$ cat config.mk
export PLATFORM = sky130hd
export DESIGN_NAME = prewish_mask_player
export DESIGN_NICKNAME = d
export VERILOG_FILES = /design/src/rtl/prewish_mask_player.sv
export SDC_FILE = /design/constraint.sdc
export NUM_CORES = 1
export LEC_CHECK = 0
export CAP_MARGIN = 20
export CORE_MARGIN = 4
export CORE_UTILIZATION = 48
export CTS_BUF_LIST = sky130_fd_sc_hd__clkbuf_8
export CTS_CLUSTER_DIAMETER = 40
export CTS_CLUSTER_SIZE = 8
export DETAILED_ROUTE_END_ITERATION = 8
export PLACE_DENSITY = 0.68
export REMOVE_ABC_BUFFERS = 1
export SYNTH_ARGS = -nofsm -noshare
export SYNTH_HDL_FRONTEND = slang
export SYNTH_SLANG_ARGS = --single-unit
$ cat constraint.sdc
create_clock -name CLK_I -period 2.6 [get_ports CLK_I]
set_input_delay 0.26 -clock CLK_I [delete_from_list [all_inputs] [get_ports CLK_I]]
set_output_delay 0.26 -clock CLK_I [all_outputs]
set_load 0.02 [all_outputs]
$ cat src/rtl/prewish_mask_player.sv
// Buffers up to four 8-bit LED masks offered over a strobe handshake and plays
// them MSB first on o_led, one bit per divider tick, replaying the last mask when idle.
module prewish_mask_player #(
   parameter int unsigned SYSCLK_DIV_BITS = 21
) (
   input  logic       CLK_I,
   input  logic       RST_I,
   input  logic       STB_I,
   input  logic [7:0] DAT_I,
   output logic       ACK_O,
   output logic       o_full,
   output logic       o_ovf,
   output logic       o_led,
   output logic       o_alive
);

   typedef enum logic {IDLE, PLAY} state_t;

   state_t                     state, state_n;
   logic                       stb_q;
   logic [SYSCLK_DIV_BITS-1:0] div;
   logic                       tick;

   logic [7:0] mem [4];
   logic [1:0] wr_ptr, rd_ptr;
   logic [2:0] count, count_n;
   logic [7:0] head;

   logic [7:0] cur, cur_n;
   logic [2:0] idx, idx_n;
   logic       led_n;
   logic       accept, push, drop, pop;

   assign accept  = STB_I & ~stb_q;
   // Fullness is judged on the pre-pop count, so a same-cycle pop cannot make room.
   assign push    = accept & (count != 3'd4);
   assign drop    = accept & (count == 3'd4);
   assign tick    = &div;
   assign head    = mem[rd_ptr];
   assign o_alive = div[SYSCLK_DIV_BITS-1];
   assign count_n = count + {2'b00, push} - {2'b00, pop};

   always_comb begin
      state_n = state;
      cur_n   = cur;
      idx_n   = idx;
      led_n   = o_led;
      pop     = 1'b0;
      if (tick) begin
         case (state)
            IDLE: begin
               if (count != 3'd0) begin
                  pop     = 1'b1;
                  cur_n   = head;
                  idx_n   = 3'd7;
                  led_n   = head[7];
                  state_n = PLAY;
               end
            end
            default: begin
               if (idx != 3'd0) begin
                  idx_n = idx - 3'd1;
                  led_n = cur[idx - 3'd1];
               end else if (count != 3'd0) begin
                  pop   = 1'b1;
                  cur_n = head;
                  idx_n = 3'd7;
                  led_n = head[7];
               end else begin
                  idx_n = 3'd7;
                  led_n = cur[7];
               end
            end
         endcase
      end
   end

   always_ff @(posedge CLK_I or negedge RST_I) begin
      if (!RST_I) begin
         state  <= IDLE;
         stb_q  <= 1'b0;
         div    <= '0;
         wr_ptr <= '0;
         rd_ptr <= '0;
         count  <= '0;
         cur    <= '0;
         idx    <= '0;
         o_led  <= 1'b0;
         ACK_O  <= 1'b0;
         o_full <= 1'b0;
         o_ovf  <= 1'b0;
      end else begin
         state  <= state_n;
         stb_q  <= STB_I;
         div    <= div + 1'b1;
         cur    <= cur_n;
         idx    <= idx_n;
         o_led  <= led_n;
         ACK_O  <= push;
         o_full <= (count_n == 3'd4);
         o_ovf  <= o_ovf | drop;
         count  <= count_n;
         if (push) wr_ptr <= wr_ptr + 2'd1;
         if (pop)  rd_ptr <= rd_ptr + 2'd1;
      end
   end

   // Storage needs no reset: entry validity is carried entirely by count.
   always_ff @(posedge CLK_I) begin
      if (push) mem[wr_ptr] <= DAT_I;
   end

endmodule

# After elaboration in Yosys (flattened, before gate mapping)
# Memory sizes are Yosys's and may differ from the RTL's.
# Index checks and enable logic that the tools add are counted.
[op_classes] add_sub_neg=6 n_lt_le_gt_ge=1 eq_ne=4 mux=19 bitwise_logic=5 n_reduce_logical=6
[op_table] op="$reduce_and 22->1" count=2
[op_table] op="$mux 8" count=3
[op_table] op="$add 21x1->21 const B" count=1
[op_table] op="$reduce_and 21->1" count=1
[op_table] op="$mux 1" count=12
[op_table] op="$mux 3" count=3
[op_table] op="$eq 3x3->1 const B" count=2
[op_table] op="$reduce_bool 3->1" count=2
[op_table] op="$add 2x1->2 const B" count=2
[op_table] op="$lt 3x4->1 const B" count=1
[op_table] op="$add 3x1->3" count=1
[op_table] op="$and 1x1->1" count=3
[op_table] op="$bmux 1 s3" count=1
[op_table] op="$ne 3x3->1 const B" count=1
[op_table] op="$sub 3x1->3" count=1
[op_table] op="$sub 3x1->3 const B" count=1
[op_table] op="$ne 2x2->1 const B" count=1
[op_table] op="$reduce_bool 2->1" count=1
[op_table] op="$not 1->1" count=1
[op_table] op="$or 1x1->1" count=1
[word_totals] regBits=45 ramBits=32 inputBits=11 memories=1
[memory_table] name="mem" words=4 word_bits=8 read_ports=1 rd_clocked_by_memory_dff=0 write_ports=1 line="24" source="logic [7:0] mem [4];"

# Longest topological paths before layout
# Gate-level depths: netlist (run 1).
[logic_depth] depth_word=7 ltp_mapped=13 mapped_depth_nobuf=13

# Least setup slack after synthesis (run 1)
# Ideal clock, no wire load.
[synth_timing] path_type="register to register" from="register div[0]" to="register o_full" arrival_ps=2651 t_required_ps=2512 path_slack_ps=-139 path_stages_with_launch=13 path_buffers=0 synth_period_minus_slack_ps=2739 cell_sequence="dfrtp_1 > ha_1 > nand4_1 > nor4_2 > and2b_1 > and2_1 > ha_1 > inv_1 > ha_1 > fa_1 > xnor2_1 > xnor2_1 > nor3b_1"
[synth_via] elab_chain_len=4
[synth_rtl] item="start: declaration" line="21" source="logic [SYSCLK_DIV_BITS-1:0] div;"
[synth_rtl] item="start signal: assignment" line="95" source="div <= div + 1'b1;"
[synth_rtl] item="$reduce_and 21->1" line="38" source="assign tick = &div;"
[synth_rtl] item="$mux 1" line="49" source="if (tick) begin"
[synth_rtl] item="named net pop" line="32" source="logic accept, push, drop, pop;"
[synth_rtl] item="$sub 3x1->3" line="41" source="assign count_n = count + {2'b00, push} - {2'b00, pop};"
[synth_rtl] item="named net count_n[2]" line="26" source="logic [2:0] count, count_n;"
[synth_rtl] item="$eq 3x3->1" line="100" source="o_full <= (count_n == 3'd4);"
[synth_rtl] item="end signal: assignment" line="100"
[synth_rtl] item="end: declaration" line="11" source="output logic o_full,"
# The timed path passes the listed nets, and every way through them passes these cells.
# A chain may end at the register's enable or synchronous reset.

# Final worst setup path (run 1)
[layout_timing] from="register div[1]" to="register o_full"
# Same word-level chain as after synthesis.

==> impl_metrics.json, run 1 <==
{
  "relSlewSlack_pct": 35.9,
  "gr-usage-met2_pct": 21.5,
  "cp_data_arrival_time_ns": 2.82,
  "grt_start_max_net_pins": 46,
  "drv_cap": 0,
  "antenna_found_initial": 0,
  "cts_buffers": 9,
  "cts.clk_slew.worst_paths_ns": 0.07,
  "io_buffers": 15,
  "htreeDepth": 3,
  "place.gp.congestion": 0.727,
  "drc": 0,
  "p_leak_nw": 1.71,
  "postRouteAntennaNets": 0,
  "pwr-share-comb_pct": 16.2,
  "max_freq_mhz": 392,
  "setup_viol": 0,
  "coreArea_um2": 6460,
  "drive_gt1_share_pct": 26.8,
  "power_density_nw_per_um2": 713,
  "slowest_delay_ns": 0.37,
  "clock_power_share_pct": 33.8,
  "grt_busiest_layer": "met2",
  "path_class": "reg2reg",
  "final_common_cell": "dfrtp_1",
  "ctsLongestPathBuffers": 2,
  "ys_async_sr_fraction_pct": 58.4,
  "peakVddDrop_mv": 0.465,
  "synth_edf_count": 32,
  "critPathSlowestCell": "fa_2",
  "start_util_pct": 50.5,
  "die_w_um": 90.5,
  "r2r-start": "div[1]",
  "place_hpwl_mm": 3.46,
  "final_cell_mix": "dfrtp_1, edfxtp_1, buf_4",
  "tightest_slew_ns": 0.961,
  "finalCriticalPeriod_ns": 2.55,
  "synthTopCellsByArea": "dfrtp_1, edfxtp_1, mux4_2",
  "viasPerCell": 5.19,
  "placed_cells": 328,
  "drt_iter0_markers": 49,
  "rsz0062_at_grt": "yes",
  "syn_area_um2": 3260,
  "rrSetupSlack_ns": 0.05,
  "ys_warn_count": 0,
  "path_max_fanout": 2,
  "yosys_most_used_dff": "dfrtp_1",
  "wirelength_mm": 5.12,
  "wire_per_inst_um": 14.7,
  "cts-root-buf": "clkbuf_8",
  "p_sw_share_pct": 24.5,
  "cp-end-kind": "flip-flop",
  "status": "finished clean",
  "grt_pass1_vias": 1864,
  "met1_usage_pct": 18.6,
  "rows": 29,
  "p_switching_uw": 694,
  "seq_area_um2": 2090,
  "reg2reg_to": "o_full",
  "hold_class": "in2async",
  "crit_chain": "ha_2 -> nand4_1 -> nor4_2 -> and2b_1 -> and2_4 -> ha_4 -> inv_2 -> ha_4 -> fa_2 -> xnor2_2 -> xnor2_2 -> nor3b_2",
  "clkLatencyLatePin_ns": 0.35,
  "overflow": 0,
  "rr_worst_depth": 12,
  "grt_use_total_pct": 14.0,
  "worst_clock_skew_ns": 0.00799,
  "synth-seq-area-share_pct": 64.0,
  "p_seq_share_pct": 50.0,
  "area_growth_pct": 21.7,
  "met3_usage_pct": 3.08,
  "die-area_um2": 8180,
  "multi_input_area_um2": 1170,
  "slew_viol_final": 0,
  "yosysTopAreaCellShare_pct": 34.5,
  "clock-sinks": 77,
  "die_y_um": 90.5,
  "timing.final.crit_share_pct": 98.2,
  "nets": 288,
  "hold_buffers": 0,
  "required_ns": 2.87,
  "synth_seq_cells": 77,
  "syn_avg_cell_area_um2": 15.0,
  "hold_viol_final": 0,
  "tns_ns": 0,
  "yosysUniqueCellTypes": 44,
  "cp-start-kind": "flip-flop",
  "p_int_mw": 2.14,
  "yosysTopAreaCell": "dfrtp_1",
  "fillers": 518,
  "postSynthCellCount": 217,
  "antenna_cells": 0,
  "io_pins": 16,
  "stdcell_count": 349,
  "num_vias": 1810,
  "cts_tree": "built",
  "firstDrtPassIters": 5,
  "grt_pass1_wl_mm": 8.87
}
-- kinds of logic (layout without fill, tap and decap cells) --
| group | count (synthesis) | in the layout | synth area share, % |
|---|---|---|---|
| buf+inv | 16 | 71 | 1.92 |
| compound gates | 14 | 14 | 3.22 |
| simple gates | 54 | 54 | 9.93 |
| fa+ha+maj | 10 | 10 | 4.06 |
| flops | 77 | 77 | 64.0 |
| mux | 21 | 21 | 10.2 |
| xor+xnor | 25 | 25 | 6.71 |
-- cell type report --
| cell class | instances | share of cell area (%) |
|---|---|---|
| clock buffers | 9 | 3.12 |
| clock inverters | 7 | 2.27 |
| inverters | 12 | 1.13 |
| multi-input cells | 124 | 29.6 |
| flip-flops and latches | 77 | 52.6 |
| well taps | 77 | 2.43 |
| repair buffers | 43 | 8.95 |
-- state kept, by name, indices dropped and copies added, names as in the netlist, 2 cells and up --
signal  cells
idx         3
wr_ptr      2
cur         8
div        21
mem        32
rd_ptr      2
count       3
-- power by group through the flow --
stage	Combinational (mW)	Clock (mW)	Sequential, mW
5_1_grt	0.521	1.04	1.43
6_report	0.460	0.957	1.42
2_1_floorplan	0.192	0	1.46
3_3_place_gp	0.370	0	1.44
3_5_place_dp	0.381	0	1.44
4_1_cts	0.399	0.983	1.42
-- worst max-delay path by stage --
stage,startpoint,end,slack (ns),depth (start not counted)
after floorplan,div[0],o_full,-0.14,12
after global placement,div[1],o_full,-0.05,12
after detailed placement,div[1],o_full,-0.08,12
after CTS,div[15],o_full,0.002,11
after global routing,div[1],o_full,-0.15,12
final,div[1],o_full,0.05,12
-- cells in the mapped netlist, types with 2 or more instances --
cell type / n
nand4_1: 2
o21ai_0: 2
and2_1: 5
nor3_1: 4
and3_1: 4
mux2_1: 7
edfxtp_1: 32
xnor2_1: 14
nor2b_1: 2
mux4_2: 9
inv_1: 12
a2bb2oi_1: 2
ha_1: 9
a31o_2: 2
nand3_1: 9
nand2_2: 2
nand2_1: 9
xor2_1: 11
nor2_1: 6
and4_1: 2
buf_2: 2
dfrtp_1: 45
mux2i_1: 4
-- per-stage QoR --
step	instance area, um2	hold slack [ns]	util (%)	worst slack, ns	power (mW)
floorplan	3250	-0.0356	-	-0.139	1.65
global placement	3660	0.446	56.7	-0.0493	1.81
detailed placement	3660	0.453	56.7	-0.0844	1.82
CTS	3900	0.117	60.4	0.00183	2.80
global route	3970	0.139	61.5	-0.150	2.98
finish	3970	0.0563	61.5	0.0481	2.83
-- what timing repair did --
action                                  4_1_cts  5_1_grt
endpoints found under the setup margin        1        2
endpoints found under the hold margin         0        0
pin swaps                                     5        7
gates resized for setup                       3        9
buffers inserted                              2        3
-- critical path: cells and delay by family, from the launching register on --
| family | cells | cell delay (ns) |
|---|---|---|
| AND/OR/NAND/NOR | 5 | 0.94 |
| XOR/XNOR | 2 | 0.30 |
| flip-flops | 1 | 0.35 |
| buffers and inverters | 1 | 0.04 |
| adder cells (fa/ha/maj) | 4 | 0.84 |
-- layer usage --
| layer | share of wire [%] | vias up |
|---|---|---|
| li1 | - | 884 |
| met1 | 47 | 891 |
| met2 | 48 | 27 |
| met3 | 3.0 | 8 |
| met4 | 2.1 | 0 |
| met5 | 0 | - |
(Power assumes the default switching activity.)
==> inputs of run 2 (changes only) <==
Settings changed: ABC_AREA set to 1.
==> run 2 against run 1 <==
Sequential cell count unchanged. Combinational power down 14%. Cell count up 33%. Register-to-register slack better by 0.07 ns. Setup slack better by 0.067 ns. Count of clock-buffer cells in the layout unchanged. Power down 0.13%. Sequential share of layout area down 1.7 points. Critical path type unchanged. Largest cell class unchanged.
==> impl_metrics.json, run 2 <==
{
  "status": "finished clean",
  "rr_worst_depth": 12,
  "cp-start-kind": "flip-flop",
  "wirelength_mm": 5.81,
  "p_sw_share_pct": 25.6,
  "grt_pass1_vias": 2221,
  "cts-root-buf": "clkbuf_8",
  "place_hpwl_mm": 4.08,
  "synth_seq_cells": 77,
  "r2r-start": "div[0]",
  "multi_input_area_um2": 1260,
  "postSynthCellCount": 326,
  "drt_iter0_markers": 78,
  "yosysMostFrequentCell": "nand2_1",
  "die_w_um": 93.2,
  "yosysTopAreaCellShare_pct": 32.3,
  "stdcell_count": 463,
  "hold_class": "in2async",
  "wire_per_inst_um": 12.5,
  "max_freq_mhz": 402,
  "peakVddDrop_mv": 0.427,
  "setup_viol": 0,
  "start_util_pct": 50.4,
  "io_pins": 16,
  "synth.area.mux_share_pct": 0,
  "cp_data_arrival_time_ns": 2.75,
  "slowest_delay_ns": 0.45,
  "met2_length_mm": 2.87,
  "die-area_um2": 8680,
  "seq_area_um2": 2090,
  "wl_met3_um": 188,
  "final_common_cell": "nand2_1",
  "ys_warn_count": 0,
  "drive_gt1_share_pct": 16.9,
  "synth_edf_count": 32,
  "finalCriticalPeriod_ns": 2.48,
  "die_y_um": 93.2,
  "rsz0062_at_grt": "yes",
  "syn_area_um2": 3480,
  "drc": 0,
  "path_class": "reg2reg",
  "final_util_pct": 59.5,
  "pwr-share-comb_pct": 14.0,
  "required_ns": 2.86,
  "power_density_nw_per_um2": 689,
  "cts_buffers": 9,
  "coreArea_um2": 6910,
  "num_vias": 2233,
  "yosysTopAreaCell": "dfrtp_1",
  "cts.clk_slew.worst_paths_ns": 0.09,
  "p_int_mw": 2.10,
  "place_ws_ns": 0.0675,
  "antenna_cells": 0,
  "syn_avg_cell_area_um2": 10.7,
  "p_leak_nw": 1.80,
  "firstDrtPassIters": 4,
  "yosysUniqueCellTypes": 31,
  "overflow": 0,
  "crit_chain": "ha_2 -> nand2_1 -> nor2_2 -> nand4_1 -> nor2_2 -> nand3_2 -> nor2_2 -> ha_1 -> inv_1 -> ha_1 -> fa_2 -> nor3b_2",
  "path_max_fanout": 3,
  "area_growth_pct": 17.9,
  "viasPerCell": 4.82,
  "cpMostUsedCell": "nor2_2",
  "hold_viol_final": 0,
  "largest_reg_flops": 32,
  "grt_pass1_wl_mm": 10.2,
  "clock-sinks": 77,
  "synthTopCellsByArea": "dfrtp_1, edfxtp_1, nand2_1",
  "drv_cap": 0,
  "synth_top_family_by_area": "simple AND/OR/NAND/NOR gates",
  "tightest_slew_ns": 0.482,
  "p_seq_share_pct": 50.3,
  "final_cell_mix": "nand2_1, dfrtp_1, inv_1",
  "grt_use_total_pct": 15.2,
  "io_buffers": 15,
  "place.gp.congestion": 0.797,
  "fillers": 604,
  "postRouteAntennaNets": 0,
  "rows": 30,
  "synth-simple-area-share_pct": 18.5,
  "relSlewSlack_pct": 67.8,
  "synth-seq-area-share_pct": 59.9,
  "synth_common_cells": "nand2_1, dfrtp_1, inv_1",
  "fin_ws_ns": 0.115,
  "placed_cells": 442,
  "largest-register": "mem",
  "yosys_most_used_dff": "dfrtp_1",
  "cts_tree": "built",
  "critPathSlowestCell": "fa_2",
  "largestRegisters": "mem: 32 flops, div: 21 flops, cur: 8 flops",
  "worst_clock_skew_ns": 0.0126,
  "reg2reg_to": "o_full",
  "slew_viol_final": 0,
  "htreeDepth": 3,
  "clkLatencyLatePin_ns": 0.35,
  "synthXorXnorAreaFrac_pct": 6.04,
  "nets": 383,
  "p_switching_uw": 725,
  "synth_compound_gate_area_share_pct": 6.83,
  "maxUsedRoutingLayer": "met4",
  "tns_ns": 0,
  "antenna_found_initial": 0,
  "ctsLongestPathBuffers": 2,
  "ys_async_sr_fraction_pct": 58.4,
  "grt_start_max_net_pins": 46,
  "synthAdderAreaFrac_pct": 3.81,
  "timing.final.crit_share_pct": 95.6,
  "wl_met1_mm": 2.67,
  "clock_power_share_pct": 35.7,
  "cp-end-kind": "flip-flop",
  "rrSetupSlack_ns": 0.12
}
==> run 2: cell types whose count changed after synthesis, sizes merged, moves of 4 or more <==
cell | previous run | this run
and3 | 4 | 0
mux2 | 8 | 0
nor2 | 7 | 24
inv | 12 | 37
a32o | 0 | 7
a21oi | 0 | 8
mux2i | 4 | 0
nand3 | 10 | 16
xnor2 | 14 | 8
nand2 | 11 | 85
o21ai | 3 | 16
xor2 | 11 | 16
mux4 | 9 | 0
and2 | 5 | 0
==> run 2: power groups by stage <==
stage	combinational (mW)	sequential (mW)	clock [mW]
finish	0.396	1.42	1.01
global route	0.457	1.44	1.08
CTS	0.365	1.42	1.04
detailed placement	0.364	1.45	0
global placement	0.360	1.45	0
floorplan	0.219	1.46	0
==> run 2: cell families (layout without fill, tap and decap cells) <==
kind of cell | after synthesis | count (layout)
AOI/OAI and AO/OA | 33 | 33
buffers and inverters | 43 | 84
xor gates and xnor gates | 24 | 24
adders and majority gates | 10 | 10
DFF | 77 | 77
and+or+nand+nor | 139 | 139
==> run 2: critical path, delay by kind of cell (launching register included) <==
| kind | cells | cell delay [ns] |
|---|---|---|
| buffers and inverters | 1 | 0.05 |
| and+or+nand+nor | 7 | 0.95 |
| DFF | 1 | 0.38 |
| adders and majority gates | 4 | 1.03 |
==> run 2: what timing repair did <==
| action | CTS | global route |
|---|---|---|
| setup buffers | 0 | 3 |
| endpoints found under the hold margin | 0 | 6 |
| hold buffers | 0 | 1 |
| endpoints found under the setup margin | 0 | 2 |
| resized for setup | 0 | 9 |
==> run 2: area by class of cell <==
class,count,share of cell area (%)
sequential,77,50.8
multi-input combinational,206,30.6
timing repair buffer,30,6.64
inverter,38,3.47
clock buffer,9,3.02
tap,96,2.93
clock inverter,7,2.53
==> run 2: worst max path at each step <==
stage                     cells past startpoint     end   start  slack [ns]
after floorplan                              13  o_full  div[0]        0.20
after global routing                         13  o_full  div[4]       -0.03
final                                        12  o_full  div[0]        0.12
after CTS                                    14  o_full  div[3]       0.006
after detailed placement                     13  o_full  div[0]        0.07
after global placement                       13  o_full  div[0]        0.20
==> run 2: per-stage QoR <==
step | power, mW | hold WS, ns | instance area (um2)
6_report | 2.83 | 0.274 | 4110
3_5_place_dp | 1.81 | 0.456 | 3790
2_1_floorplan | 1.68 | -0.0356 | 3450
5_1_grt | 2.98 | 0.264 | 4110
3_3_place_gp | 1.81 | 0.451 | 3790
4_1_cts | 2.82 | 0.107 | 4020
==> run 2: routing by layer <==
layer / vias to the layer above / GRT usage [%]
met5: - / 0
li1: 1148 / -
met2: 30 / 25.5
met3: 10 / 3.86
met1: 1045 / 18.8
met4: 0 / 5.86
==> edit 1, RTL diff (config.mk and constraints of run 2) <==
The parameter `SYSCLK_DIV_BITS` goes from 21 to 23.
--- a/src/rtl/prewish_mask_player.sv
+++ b/src/rtl/prewish_mask_player.sv
@@ -1,7 +1,7 @@
 // Buffers up to four 8-bit LED masks offered over a strobe handshake and plays
 // them MSB first on o_led, one bit per divider tick, replaying the last mask when idle.
 module prewish_mask_player #(
-   parameter int unsigned SYSCLK_DIV_BITS = 21
+   parameter int unsigned SYSCLK_DIV_BITS = 23
 ) (
    input  logic       CLK_I,
    input  logic       RST_I,
Formal check against the unedited RTL: no difference found for any inputs over 10 cycles, from zero or initial values and one cycle with RST_I low; that may be too few to reach the edited logic, so the function may still have changed.
==> edit 1 against run 2 <==
First-iteration DRC count up 18%; count of clock-buffer cells in the layout unchanged; worst setup slack better by 96 ps; sequential cell count up 2; via count up 9.3%; clock skew down 3.2 ps; design area up 2.7%; global-route usage up 0.60 points; clock power down 19%; sequential share of layout area down 0.14 points; total power down 6.1%; synthesized area up 4.4%; wire length up 8.4%.
==> edit 1: results (changes against run 2) <==
| Metric | Value |
|---|---|
| Hpwl dp | `4542 um (+11%)` |
| Distinct cell type count after synthesis | `32 (+3.2%)` |
| Status | `completed` |
| CTS Buffer Depth | `2 (unchanged)` |
| Pin count of the biggest net entering global routing | `31 (-33%)` |
| PortBufs | `15 (unchanged)` |
| Worst Reg-to-Reg Cells | `10 (-2)` |
| FF-to-FF setup slack | `210 ps (+100 ps)` |
| Clock transition at path regs | `80 ps` |
| Place WS | `65.29 ps (-2.194 ps)` |
| Asr flop ratio synth | `0.5949 (+0.01052)` |
| Critical path arrival | `2670 ps (-80 ps)` |
| CTS buffer count | `9 (unchanged)` |
| Leading post-synthesis cells by cell area | `dfrtp_1 32%, edfxtp_1 26%, nand2_1 7.2%` |
| Remaining global-route overflow | `0 (unchanged)` |
| Fin nets | `414 (+8.1%)` |
| Clock skew | `9.358 ps (-3.197 ps)` |
| Synth Area in Compound Gates | `0.04886 (-0.01941)` |
| Overall routing resource usage | `0.1578 (+0.005988)` |
| Met3 GRT Util | `0.03157 (-0.007046)` |
| Grt met1 use | `0.2068 (+0.01858)` |
| WHS | `401.6 ps (+127.9 ps)` |
| Drt first pass iters | `4 (unchanged)` |
| Initial antenna violation count | `0 (unchanged)` |
| Critical path's slowest cell | `fa_1` |
| RR Endpoint | `o_full$_DFF_PN0_` |
| GR met2 Demand/Resource | `0.2572 (+0.002244)` |
| Layout cells sized above 1 | `0.1407 (-0.02823)` |
| H-tree depth | `3 (unchanged)` |
| Top cells by instance count after synthesis | `70 x nand2_1, 47 x dfrtp_1, 43 x inv_1, 40 x nor2_1, 32 x edfxtp_1` |
| Clk Latency, worst-skew pair | `350 ps (about the same)` |
| Placement Cell Area | `0.004000 mm^2 (+5.4%)` |
| Biggest regs | `mem (32), div (23), cur (8)` |
| DR vias | `2440 (+9.3%)` |
| Min-Delay Path Depth | `1` |
| Crit Path Max Fanout | `2 (-1)` |
| Post-Synth XOR/XNOR Area | `0.05781 (-0.002555)` |
| Synth Area in Adders | `0.03648 (-0.001612)` |
| First-pass GRT wire length | `10880 um (+6.8%)` |
| DR iter-0 viols | `92 (+18%)` |
| Detailed Route WL | `6298 um (+8.4%)` |
| Most frequent cell after synthesis | `nand2_1` |
| Max VDD drop | `0.0003587 V (-16%)` |
| Synth Flop Type | `dfrtp_1` |
| Worst slew pin tran | `667.3 ps (+185.4 ps)` |
| Critical Path Max Stage Delay | `460 ps` |
| Ant diodes | `0 (unchanged)` |
| Multiplexer area fraction after synthesis | `0 (unchanged)` |
| Hold Path Origin | `STB_I` |
| Placer Congestion | `0.8031 (+0.73%)` |
| Int Pwr | `1.924 mW (-8.6%)` |
| Crit Reg-Reg Startpoint | `div[1]$_DFF_PN0_` |
| HP Class | `in -> reg` |
| Register area share after synthesis | `0.5877 (-0.01160)` |
| Delay-heaviest family, CP | `adder cells` |
| Pleak | `1.874 nW (+4.2%)` |
## edit 1: cell count changes in the layout (fill, tap and decap cells not counted), sizes merged, moves of 3 or more
| cell | before | now |
|---|---|---|
| a21oi | 8 | 1 |
| a32o | 7 | 0 |
| clkinv | 1 | 4 |
| inv | 40 | 46 |
| nand2 | 85 | 76 |
| nand4 | 4 | 14 |
| nor2 | 24 | 44 |
| o21ai | 16 | 24 |
| o22ai | 0 | 7 |
## edit 1: cell families (layout without fill, tap and decap cells)
logic type | after synthesis | in the layout
and+or+nand+nor | 160 | 160
DFF | 79 | 79
buffers and inverters | 49 | 92
AOI/OAI and AO/OA | 33 | 33
xor gates and xnor gates | 24 | 24
adders and majority gates | 10 | 10
## edit 1: how the worst max path moves through the flow
stage | startpoint | end | slack, ps | cells after the start
2_1_floorplan | idx[0]$_DFFE_PN0P_ | o_full$_DFF_PN0_ | 130 | 12
3_3_place_gp | idx[0]$_DFFE_PN0P_ | o_full$_DFF_PN0_ | 130 | 12
3_5_place_dp | idx[1]$_DFFE_PN0P_ | o_full$_DFF_PN0_ | 70 | 12
4_1_cts | idx[0]$_DFFE_PN0P_ | o_full$_DFF_PN0_ | 40 | 12
5_1_grt | div[1]$_DFF_PN0_ | o_full$_DFF_PN0_ | -20 | 11
6_report | div[1]$_DFF_PN0_ | o_full$_DFF_PN0_ | 210 | 10
## edit 1: cell type report
type,count,area (um^2)
Clock buffer,9,123.9
Clock inverter,7,55.05
Fill cell,650,3075
Inverter,45,175.2
Multi-Input combinational cell,227,1334
Sequential cell,79,2137
Tap cell,99,123.9
Timing Repair Buffer,31,267.8
## edit 1: routing by layer
metal | share of wire | vias to the layer above
met3 | 0.028 | 7
met2 | 0.48 | 22
met5 | 0 | -
li1 | - | 1237
met1 | 0.48 | 1174
met4 | 0.015 | 0
## edit 1: power groups by stage
stage	registers (mW)	logic, mW	clock network, mW
final	1.45	0.379	0.823
after global routing	1.46	0.438	0.905
after CTS	1.45	0.373	0.847
after floorplan	1.49	0.208	0
after detailed placement	1.48	0.370	0
after global placement	1.48	0.359	0
## edit 1: repair_timing
action / in CTS / in global routing
gates resized for setup: 0 / 6
endpoints found under the hold margin: 28 / 0
hold buffers: 1 / 0
setup endpoints to repair: 0 / 1
## edit 1: per-stage QoR
stage | instances | util | setup TNS [ps]
5_1_grt | 497 | 0.5782 | -20.18
3_5_place_dp | 480 | 0.5486 | 0
6_report | 497 | 0.5782 | 0
4_1_cts | 497 | 0.5745 | 0
2_1_floorplan | 351 | - | 0
3_3_place_gp | 480 | 0.5486 | 0
==> edit 2, RTL diff (config.mk and constraints of run 2) <==
Without the edit above. Make the reset (`RST_I`) synchronous in one clocked block.
--- a/src/rtl/prewish_mask_player.sv
+++ b/src/rtl/prewish_mask_player.sv
@@ -75,7 +75,7 @@
       end
    end
 
-   always_ff @(posedge CLK_I or negedge RST_I) begin
+   always_ff @(posedge CLK_I) begin
       if (!RST_I) begin
          state  <= IDLE;
          stb_q  <= 1'b0;
Check against the original RTL: differs if RST_I is asserted again (counterexample within 4 cycles, from zero or initial values and one cycle with RST_I low); with RST_I held inactive, the same outputs for 10 cycles.
==> edit 2 against run 2 <==
Via count grew 15%; synthesized cell count grew 24%; design area shrank 2.1%; synthesized area shrank 0.25%; sequential cell count grew 2; worst setup slack gained 84 ps; wire length grew 10%; non-clock buffer count is the same; highest routed layer unchanged.
Power is not compared: it rests on default switching activity, and its combinational part moved more than twofold at a synthesized area within 25%.
==> edit 2: results (changes against run 2) <==
| Metric | Value |
|---|---|
| Inst Count DP | `520 (+18%)` |
| Synth Flop Type | `dfxtp_1` |
| Status | `completed` |
| Distinct cell type count after synthesis | `34 (+9.7%)` |
| Placement Cell Area | `0.003796 mm^2 (about the same)` |
| Asr flop ratio synth | `0 (-0.5844)` |
| Clock network area share | `0.04015 (-0.01530)` |
| Top cells by instance count after synthesis | `72 x nand2_1, 65 x inv_1, 62 x nor2_1, 47 x dfxtp_1, 32 x edfxtp_1` |
| Seq cells post-synth | `79 (+2.6%)` |
| Synth Area in Compound Gates | `0.1001 (+0.03187)` |
| Fillers | `650 (+7.6%)` |
| Die width | `93.07 um (-0.11%)` |
| Resize count post-CTS | `1 (+1)` |
| Clock skew | `5.921 ps (-6.635 ps)` |
| Crit Path Max Fanout | `4 (+1)` |
| Avg WL per Cell | `11.90 um (-5.2%)` |
| Clock transition at path regs | `70 ps (-20 ps)` |
| Layout area overhead | `15.74%` |
| HP Class | `reg -> reg` |
| Critical Path Max Stage Delay | `330 ps (-120 ps)` |
| DR vias | `2576 (+15%)` |
| Tot Pwr | `2.303 mW` |
| Register area | `0.001904 mm^2 (-8.8%)` |
| Worst Reg-to-Reg Cells | `16 (+4)` |
| Vias per inst | `4.779 (-0.91%)` |
| Multi-Input Combinational | `252 (+22%)` |
| Leading post-synthesis cells by cell area | `edfxtp_1 28%, dfxtp_1 27%, nand2_1 7.8%` |
| # clk buffers | `10 (+1)` |
| Place WS | `-21.21 ps (-88.69 ps)` |
| Pin count of the biggest net entering global routing | `34 (-26%)` |
| Area of the multi-input gates | `0.001324 mm^2 (+5.4%)` |
| Delay-heaviest family, CP | `simple AND/OR/NAND/NOR gates` |
| Placer Congestion | `0.8099 (+1.6%)` |
| Post-Synth XOR/XNOR Area | `0.01513 (-0.04524)` |
| First-pass GRT wire length | `10950 um (+7.5%)` |
| Synth Area in Adders | `0.03818 (+0.00009604)` |
==> edit 2: changes by cell type after synthesis, moves of 10 or more <==
cell | before | now
inv_1 | 37 | 65
o21ai_0 | 7 | 24
nor2_1 | 21 | 62
a21oi_1 | 8 | 18
dfrtp_1 | 45 | 0
dfxtp_1 | 0 | 47
xor2_1 | 16 | 3
==> edit 2: layer usage <==
layer  up-vias  GRT usage  share of wire
met1      1170     0.2225           0.51
met4         0    0.07204          0.014
met5         -          0              0
li1       1363          -              -
met3         8    0.03218          0.027
met2        35     0.2406           0.45
==> edit 2: worst paths after layout <==
path / from / end / slack (ps)
setup / recovery: div[0]$_SDFF_PN0_ / o_full$_SDFF_PN0_ / 200
hold / removal: div[18]$_SDFF_PN0_ / div[18]$_SDFF_PN0_ / 470
setup reg to reg: div[0]$_SDFF_PN0_ / o_full$_SDFF_PN0_ / 200
hold reg to reg: div[18]$_SDFF_PN0_ / div[18]$_SDFF_PN0_ / 470
